### src/rtl/stream_onehot_demux.sv
// One-deep registered demux: routes each beat to the port named by its one-hot selector, 1-cycle latency, full throughput.
// Non-one-hot beats are swallowed and reported through err_sel / err_count; a stalled port blocks all ports.
module stream_onehot_demux #(
  parameter int N_OUTPUTS = 2,
  parameter int W_DATA    = 32,
  parameter int W_ERRCNT  = 8
) (
  input  logic                 clk,
  input  logic                 rst,
  input  logic                 in_valid,
  output logic                 in_ready,
  input  logic [W_DATA-1:0]    in_data,
  input  logic [N_OUTPUTS-1:0] in_sel,
  output logic [N_OUTPUTS-1:0] out_valid,
  input  logic [N_OUTPUTS-1:0] out_ready,
  output logic [W_DATA-1:0]    out_data,
  output logic                 err_sel,
  output logic [W_ERRCNT-1:0]  err_count
);

  logic                 full_q, full_d;
  logic [W_DATA-1:0]    data_q, data_d;
  logic [N_OUTPUTS-1:0] dest_q, dest_d;
  logic                 err_sel_q, err_sel_d;
  logic [W_ERRCNT-1:0]  err_cnt_q, err_cnt_d;

  logic drain;
  logic acc;
  logic sel_ok;

  // Only the ready of the addressed port matters; others are ignored.
  assign drain    = full_q & (|(dest_q & out_ready));
  assign in_ready = ~full_q | drain;
  assign acc      = in_valid & in_ready;
  assign sel_ok   = (in_sel != '0) && ((in_sel & (in_sel - N_OUTPUTS'(1))) == '0);

  always_comb begin
    full_d    = full_q;
    data_d    = data_q;
    dest_d    = dest_q;
    err_sel_d = 1'b0;
    err_cnt_d = err_cnt_q;
    if (acc && sel_ok) begin
      full_d = 1'b1;
      data_d = in_data;
      dest_d = in_sel;
    end else if (acc) begin
      full_d    = full_q & ~drain;
      err_sel_d = 1'b1;
      if (err_cnt_q != '1) begin
        err_cnt_d = err_cnt_q + W_ERRCNT'(1);
      end
    end else if (drain) begin
      full_d = 1'b0;
    end
  end

  always_ff @(posedge clk or posedge rst) begin
    if (rst) begin
      full_q    <= 1'b0;
      data_q    <= '0;
      dest_q    <= '0;
      err_sel_q <= 1'b0;
      err_cnt_q <= '0;
    end else begin
      full_q    <= full_d;
      data_q    <= data_d;
      dest_q    <= dest_d;
      err_sel_q <= err_sel_d;
      err_cnt_q <= err_cnt_d;
    end
  end

  assign out_valid = dest_q & {N_OUTPUTS{full_q}};
  assign out_data  = data_q;
  assign err_sel   = err_sel_q;
  assign err_count = err_cnt_q;

endmodule
### config.mk
export PLATFORM = sky130hd
export DESIGN_NAME = stream_onehot_demux
export DESIGN_NICKNAME = d
export VERILOG_FILES = /design/src/rtl/stream_onehot_demux.sv
export SDC_FILE = /design/constraint.sdc
export NUM_CORES = 1
export LEC_CHECK = 0
export CAP_MARGIN = 40
export CORE_AREA = 2 2 73 54
export CTS_BUF_LIST = sky130_fd_sc_hd__clkbuf_4 sky130_fd_sc_hd__clkbuf_8 sky130_fd_sc_hd__clkbuf_16
export DETAILED_ROUTE_END_ITERATION = 10
export DIE_AREA = 0 0 75 56
export DONT_BUFFER_PORTS = 1
export HOLD_SLACK_MARGIN = 0.03
export PLACE_DENSITY = 0.8
export SLEW_MARGIN = 20
export SYNTH_ARGS = -nofsm -noshare
export SYNTH_HDL_FRONTEND = slang
export SYNTH_SLANG_ARGS = --single-unit
### constraint.sdc
create_clock -name clk -period 1.53 [get_ports clk]
set_input_delay 0.0765 -clock clk [delete_from_list [all_inputs] [get_ports clk]]
set_output_delay 0.0765 -clock clk [all_outputs]
set_load 0.01 [all_outputs]
==> summary.txt, run 1 <==
Psw = 1160 uW
hold wc startpoint = in_sel[0]
CTS sink cnt = 44
wire per inst = 19.0 microns
Die Width = 75 microns
DRC Markers = 0
startpoint types = flip-flop
FP Rows = 18
Comb pwr share = 25.1%
final setup vio count = 0
met3 Use GR = 6.88%
initial antenna violation count = 0
core area = 3450 sq um
worst vdd ir = 0.776 mV
CTS tree = built
CTS Root Cell = clkbuf_8
met1 Use GR = 22.4%
drt via density = 5.38
Cells after Synth = 124
leading cell type in the layout, fill and taps excluded = dfrtp_1
Hold Path End = dest_q[0]$_DFFE_PP0P_
Tot GR Track Use = 20.4%
reg2reg start = dest_q[1]$_DFFE_PP0P_
H-tree depth = 2
setup TNS = 0 ns
Slew @ Worst Pin = 0.315 ns
sw frac = 30.7%
final worst slack = 0.0363 ns
Worst R2R Path Depth = 6
Final nets = 225
status = complete, no violations
area delta synth->final = 42.7%
Seq pwr share = 49.6%
clock share of power = 25.3%
Setup crit end kind = flip-flop
antenna-violating nets left = 0
Avg Inst Size Synth = 14.7 sq um
Hold Crit Depth = 2
final wirelength = 4490 microns
Clk Latency, worst-skew pair = 0.29 ns
Seq/Total Area, Yosys = 60.4%
DIE AREA = 4200 sq um
leakage = 0.00112 uW
Clk pin slew, worst setup/hold paths = 0.08 ns
PwrDens = 1450 nW/um^2
number of synthesized register bits = 44
GRT busiest layer = met2
post-synth cell types = 26
R2R Setup Slk = 0.04 ns
CP cell instances = a22oi_2 -> buf_6 -> a21oi_4 -> buf_12 -> clkbuf_16 -> mux2_2
RSZ-0062 raised after global routing = yes
gr ovfl total = 0
Slew HR = 79.0%
pre-CTS setup slack = -0.0337 ns
WS Path Type = reg2reg
Clock Skew = 0.00293 ns
Max stage delay on crit path = 0.40 ns
met2 GRT Util = 35.7%
CP startpoint = dest_q[1]$_DFFE_PP0P_
die extent in y = 56 microns
vias in the first global route = 1,373
Yosys warnings = 0
achievable clock frequency = 669 MHz
worst hold slack = 0.0464 ns
CP max-delay cell = dfrtp_1
dpl cells = 186
CP arrival = 1.67 ns
Finished Layout Cells = 236
antenna diode count = 0
count of pins over their slew limit = 0
required time of the critical path = 1.71 ns
largest net degree at the start of global routing = 30
layout cells sized above 1 = 36.6%
Pre-antenna DRT Iters = 4
DRT iter0 DRCs = 51
max cap viols = 0
Mapped Area = 1820 sq um
first-pass GRT wire length = 6310 microns
Hold Crit Class = in2reg
Worst Path Max Fanout = 7
P_int = 2610 uW
CTS Buf Count = 5
RD Place Congestion = 0.765
via count = 1,269
Critical R2R Capture = out_data[24]$_DFFE_PP0P_
initial core utilization = 52.9%
Final Power = 3770 uW
CTS Buffer Depth = 2
most frequent cells in the layout = dfrtp_1 (44), dlygate4sd3_1 (36), mux2_2 (34)
IO Port Bufs = 0
Final min period = 1.49 ns
ratio of final minimum period to clock period = 97.6%
IO Count = 83
post-synthesis net count = 164
Hold Vio Cnt, Final = 0
post-DP HPWL = 2630 microns
-- critical path, delay by kind of cell (launching register included) --
family	cells	cell delay, ns
AO/OA/AOI/OAI	2	0.21
buffers and inverters	3	0.43
flip-flops	1	0.40
multiplexers	1	0.33
-- timing repair --
item,CTS,global route
setup buffers,0,2
hold buffers,36,0
resized for setup,1,2
setup endpoints to repair,2,33
pin swaps,1,2
cloned,0,3
hold endpoints to repair,56,0
-- metal layers --
layer / wire length [microns] / vias to the layer above / share of wire, %
met5: 0 / - / 0
met4: 53 / 0 / 1.2
met3: 306 / 7 / 6.8
met2: 2360 / 60 / 52
met1: 1780 / 639 / 40
li1: - / 563 / -
-- power groups by stage --
stage               combinational [uW]  clock, uW  sequential, uW
finish                             945        953            1870
global placement                   737          0            1850
global route                      1020       1030            1900
detailed placement                 794          0            1870
CTS                                869        964            1860
floorplan                          474          0            1880
-- sequential cells by signal, indices dropped and copies added, names as in the netlist --
register	cells
dest_q	2
err_count	8
err_sel	1
full_q	1
out_data	32
-- cells in the mapped netlist (all sizes together) --
cell type | count | share of area, %
nand4 | 4 | 1.4
a21oi | 3 | 1.4
mux2 | 35 | 22
nand3 | 3 | 0.82
o22ai | 1 | 0.34
xnor2 | 2 | 0.96
a22oi | 1 | 0.69
nand2 | 5 | 1.0
a31oi | 3 | 1.0
and3 | 3 | 1.0
ha | 1 | 0.69
buf | 3 | 1.9
nand2b | 1 | 0.34
o21ai | 1 | 0.27
dfrtp | 44 | 60
a41oi | 1 | 0.48
and2 | 2 | 0.69
a211oi | 3 | 1.9
xor2 | 1 | 0.89
inv | 4 | 0.82
o22a | 1 | 0.48
o21a | 1 | 0.41
nor2b | 1 | 0.34
-- per-stage QoR --
stage                     area (sq um)  util (%)
after global placement            1990      57.7
after detailed placement          1990      57.7
after global routing              2600      75.4
final                             2600      75.4
after CTS                         2470      71.8
after floorplan                   1820         -
-- final cells by class --
class / instances / area [sq um]
flip-flops and latches: 44 / 1100
fillers: 226 / 847
multi-input cells: 73 / 676
repair buffers: 57 / 618
clock buffers: 7 / 96.3
well taps: 50 / 62.6
clock inverters: 1 / 30.0
inverters: 4 / 15.0
-- cell families (layout without fill, tap and decap cells) --
kind of cell,after synthesis,count (layout),synth area share [%]
compound gates,15,15,7.07
xor+xnor,3,3,1.85
fa+ha+maj,1,1,0.687
buf+inv,7,69,2.68
flops,44,44,60.4
mux,35,35,21.6
simple gates,19,19,5.63
-- worst max-delay path by stage --
| stage | cells after the start | slack, ns | end |
|---|---|---|---|
| after floorplan | 4 | 0.01 | err_count[1]$_DFFE_PP0P_ |
| after global placement | 5 | 0.04 | err_count[1]$_DFFE_PP0P_ |
| after detailed placement | 5 | -0.03 | err_count[1]$_DFFE_PP0P_ |
| after CTS | 5 | 0.001 | out_data[25]$_DFFE_PP0P_ |
| after global routing | 6 | -0.01 | out_data[11]$_DFFE_PP0P_ |
| final | 6 | 0.04 | out_data[24]$_DFFE_PP0P_ |
No activity file was read; power rests on OpenSTA's default activity.
==> inputs of run 2 (changes only) <==
CORE_AREA = 2 2 53 79   (was 2 2 73 54)
DIE_AREA = 0 0 55 81   (was 0 0 75 56)
PLACE_DENSITY = 0.76   (was 0.8)
==> summary.txt, run 2 (same netlist as run 1, synthesis figures left out) <==
status = complete, no violations (unchanged)
max reg flops = 32 (unchanged)
Slew @ Worst Pin = 0.675 ns (was 0.315 ns)
CTS sink cnt = 44 (unchanged)
CTS Root Cell = clkbuf_8 (unchanged)
Slew HR = 54.7% (was 79.0%)
dpl cells = 182 (was 186)
Fillers = 295 (was 226)
Psw = 1090 uW (was 1160 uW)
WS Path Type = reg2reg (unchanged)
Clk Latency, worst-skew pair = 0.28 ns (was 0.29 ns)
leading cell type in the layout, fill and taps excluded = dfrtp_1 (unchanged)
final worst slack = 0.0762 ns (was 0.0363 ns)
Final nets = 221 (was 225)
worst vdd ir = 1.20 mV (was 0.776 mV)
vias in the first global route = 1,342 (was 1,373)
drt via density = 5.20 (was 5.38)
H-tree depth = 2 (unchanged)
wire per inst = 17.2 microns (was 19.0 microns)
clock share of power = 23.9% (was 25.3%)
Clock Skew = 0.00262 ns (was 0.00293 ns)
R2R Setup Slk = 0.08 ns (was 0.04 ns)
layout cells sized above 1 = 35.2% (was 36.6%)
via count = 1,180 (was 1,269)
pre-CTS setup slack = 0.00442 ns (was -0.0337 ns)
CTS Buf Count = 5 (unchanged)
FP Rows = 28 (was 18)
gr ovfl total = 0 (unchanged)
Pre-antenna DRT Iters = 4 (unchanged)
CTS tree = built (unchanged)
Max stage delay on crit path = 0.37 ns (was 0.40 ns)
PwrDens = 1440 nW/um^2 (was 1450 nW/um^2)
Final min period = 1.45 ns (was 1.49 ns)
sw frac = 30.5% (was 30.7%)
IO Port Bufs = 0 (unchanged)
count of pins over their slew limit = 0 (unchanged)
WP buf/inv = 2 (was 3)
worst hold slack = 0.0658 ns (was 0.0464 ns)
area delta synth->final = 36.7% (was 42.7%)
core area = 3850 sq um (was 3450 sq um)
Clk pin slew, worst setup/hold paths = 0.07 ns (was 0.08 ns)
max cap viols = 0 (unchanged)
ratio of final minimum period to clock period = 95.0% (was 97.6%)
required time of the critical path = 1.70 ns (was 1.71 ns)
largest net degree at the start of global routing = 28 (was 30)
initial antenna violation count = 0 (unchanged)
Tot GR Track Use = 19.1% (was 20.4%)
startpoint types = flip-flop (unchanged)
IO Count = 83 (unchanged)
antenna-violating nets left = 0 (unchanged)
DRC Markers = 0 (unchanged)
DRT iter0 DRCs = 14 (was 51)
final wirelength = 3900 microns (was 4490 microns)
initial core utilization = 47.3% (was 52.9%)
Final Power = 3590 uW (was 3770 uW)
Setup crit end kind = flip-flop (unchanged)
CP max-delay cell = dfrtp_1 (unchanged)
setup TNS = 0 ns (unchanged)
Hold Crit Class = in2reg (unchanged)
achievable clock frequency = 688 MHz (was 669 MHz)
Hold Vio Cnt, Final = 0 (unchanged)
antenna diode count = 0 (unchanged)
DIE AREA = 4460 sq um (was 4200 sq um)
CP arrival = 1.62 ns (was 1.67 ns)
final setup vio count = 0 (unchanged)
most frequent cells in the layout = dfrtp_1 (44), dlygate4sd3_1 (36), mux2_2 (34) (unchanged)
die extent in y = 81 microns (was 56 microns)
CP cell instances = a22oi_2 -> buf_6 -> a21oi_4 -> buf_12 -> mux2_2 (was a22oi_2 -> buf_6 -> a21oi_4 -> buf_12 -> clkbuf_16 -> mux2_2)
first-pass GRT wire length = 6020 microns (was 6310 microns)
Comb pwr share = 24.1% (was 25.1%)
leakage = 0.00107 uW (was 0.00112 uW)
Worst path top cell family by delay = flip-flops (was buffers and inverters)
Worst Path Max Fanout = 19 (was 7)
Seq pwr share = 52.0% (was 49.6%)
Die Width = 55 microns (was 75 microns)
RD Place Congestion = 0.831 (was 0.765)
post-DP HPWL = 2780 microns (was 2630 microns)
P_int = 2490 uW (was 2610 uW)
Finished Layout Cells = 227 (was 236)
CTS Buffer Depth = 2 (unchanged)
run 2: metal layers:
metal	part of all wire [%]	up-vias	GRT usage, %	routed length, microns
li1	-	555	-	-
met1	33	570	18.5	1290
met2	59	49	35.1	2280
met3	6.5	6	5.15	253
met4	1.9	0	9.27	73
met5	0	-	0	0
run 2: worst paths after layout:
path / end / startpoint / depth (start not counted)
min reg2reg: err_count[0]$_DFFE_PP0P_ / err_count[0]$_DFFE_PP0P_ / 1
max in group asynchronous: out_data[7]$_DFFE_PP0P_ / rst / 3
max reg2reg: out_data[17]$_DFFE_PP0P_ / dest_q[0]$_DFFE_PP0P_ / 5
min in group asynchronous: err_count[4]$_DFFE_PP0P_ / rst / 2
min: dest_q[1]$_DFFE_PP0P_ / in_valid / 2
max: out_data[17]$_DFFE_PP0P_ / dest_q[0]$_DFFE_PP0P_ / 5
run 2: timing repair:
item / 4_1_cts / 5_1_grt
buffers inserted: 0 / 1
setup endpoints to repair: 2 / 28
hold endpoints to repair: 52 / 0
resized for setup: 1 / 2
hold buffers: 36 / 0
pin swaps: 0 / 1
run 2: through the flow:
step           util, %  instance area, sq um
4_1_cts           64.2                  2470
5_1_grt           64.6                  2490
2_1_floorplan        -                  1820
3_3_place_gp      51.9                  2000
6_report          64.6                  2490
3_5_place_dp      51.9                  2000
run 2: power groups by stage:
stage	combinational (uW)	sequential [uW]	clock, uW
floorplan	474	1880	0
global placement	733	1870	0
detailed placement	788	1900	0
CTS	865	1870	883
global route	950	1920	935
finish	863	1870	858
run 2: worst register-to-register path, delay by kind of cell, from the launching register on:
kind	cells	cell delay [ns]
buffers and inverters	2	0.33
muxes	1	0.35
DFF	1	0.37
AOI/OAI and AO/OA	2	0.29
run 2: layout make-up:
type / instances / area, sq um / area share, %
clock buffers: 6 / 76.3 / 3.07
multi-input cells: 73 / 677 / 27.2
flip-flops and latches: 44 / 1100 / 44.2
clock inverters: 2 / 35.0 / 1.41
repair buffers: 53 / 529 / 21.3
well taps: 45 / 56.3 / 2.26
inverters: 4 / 15.0 / 0.603
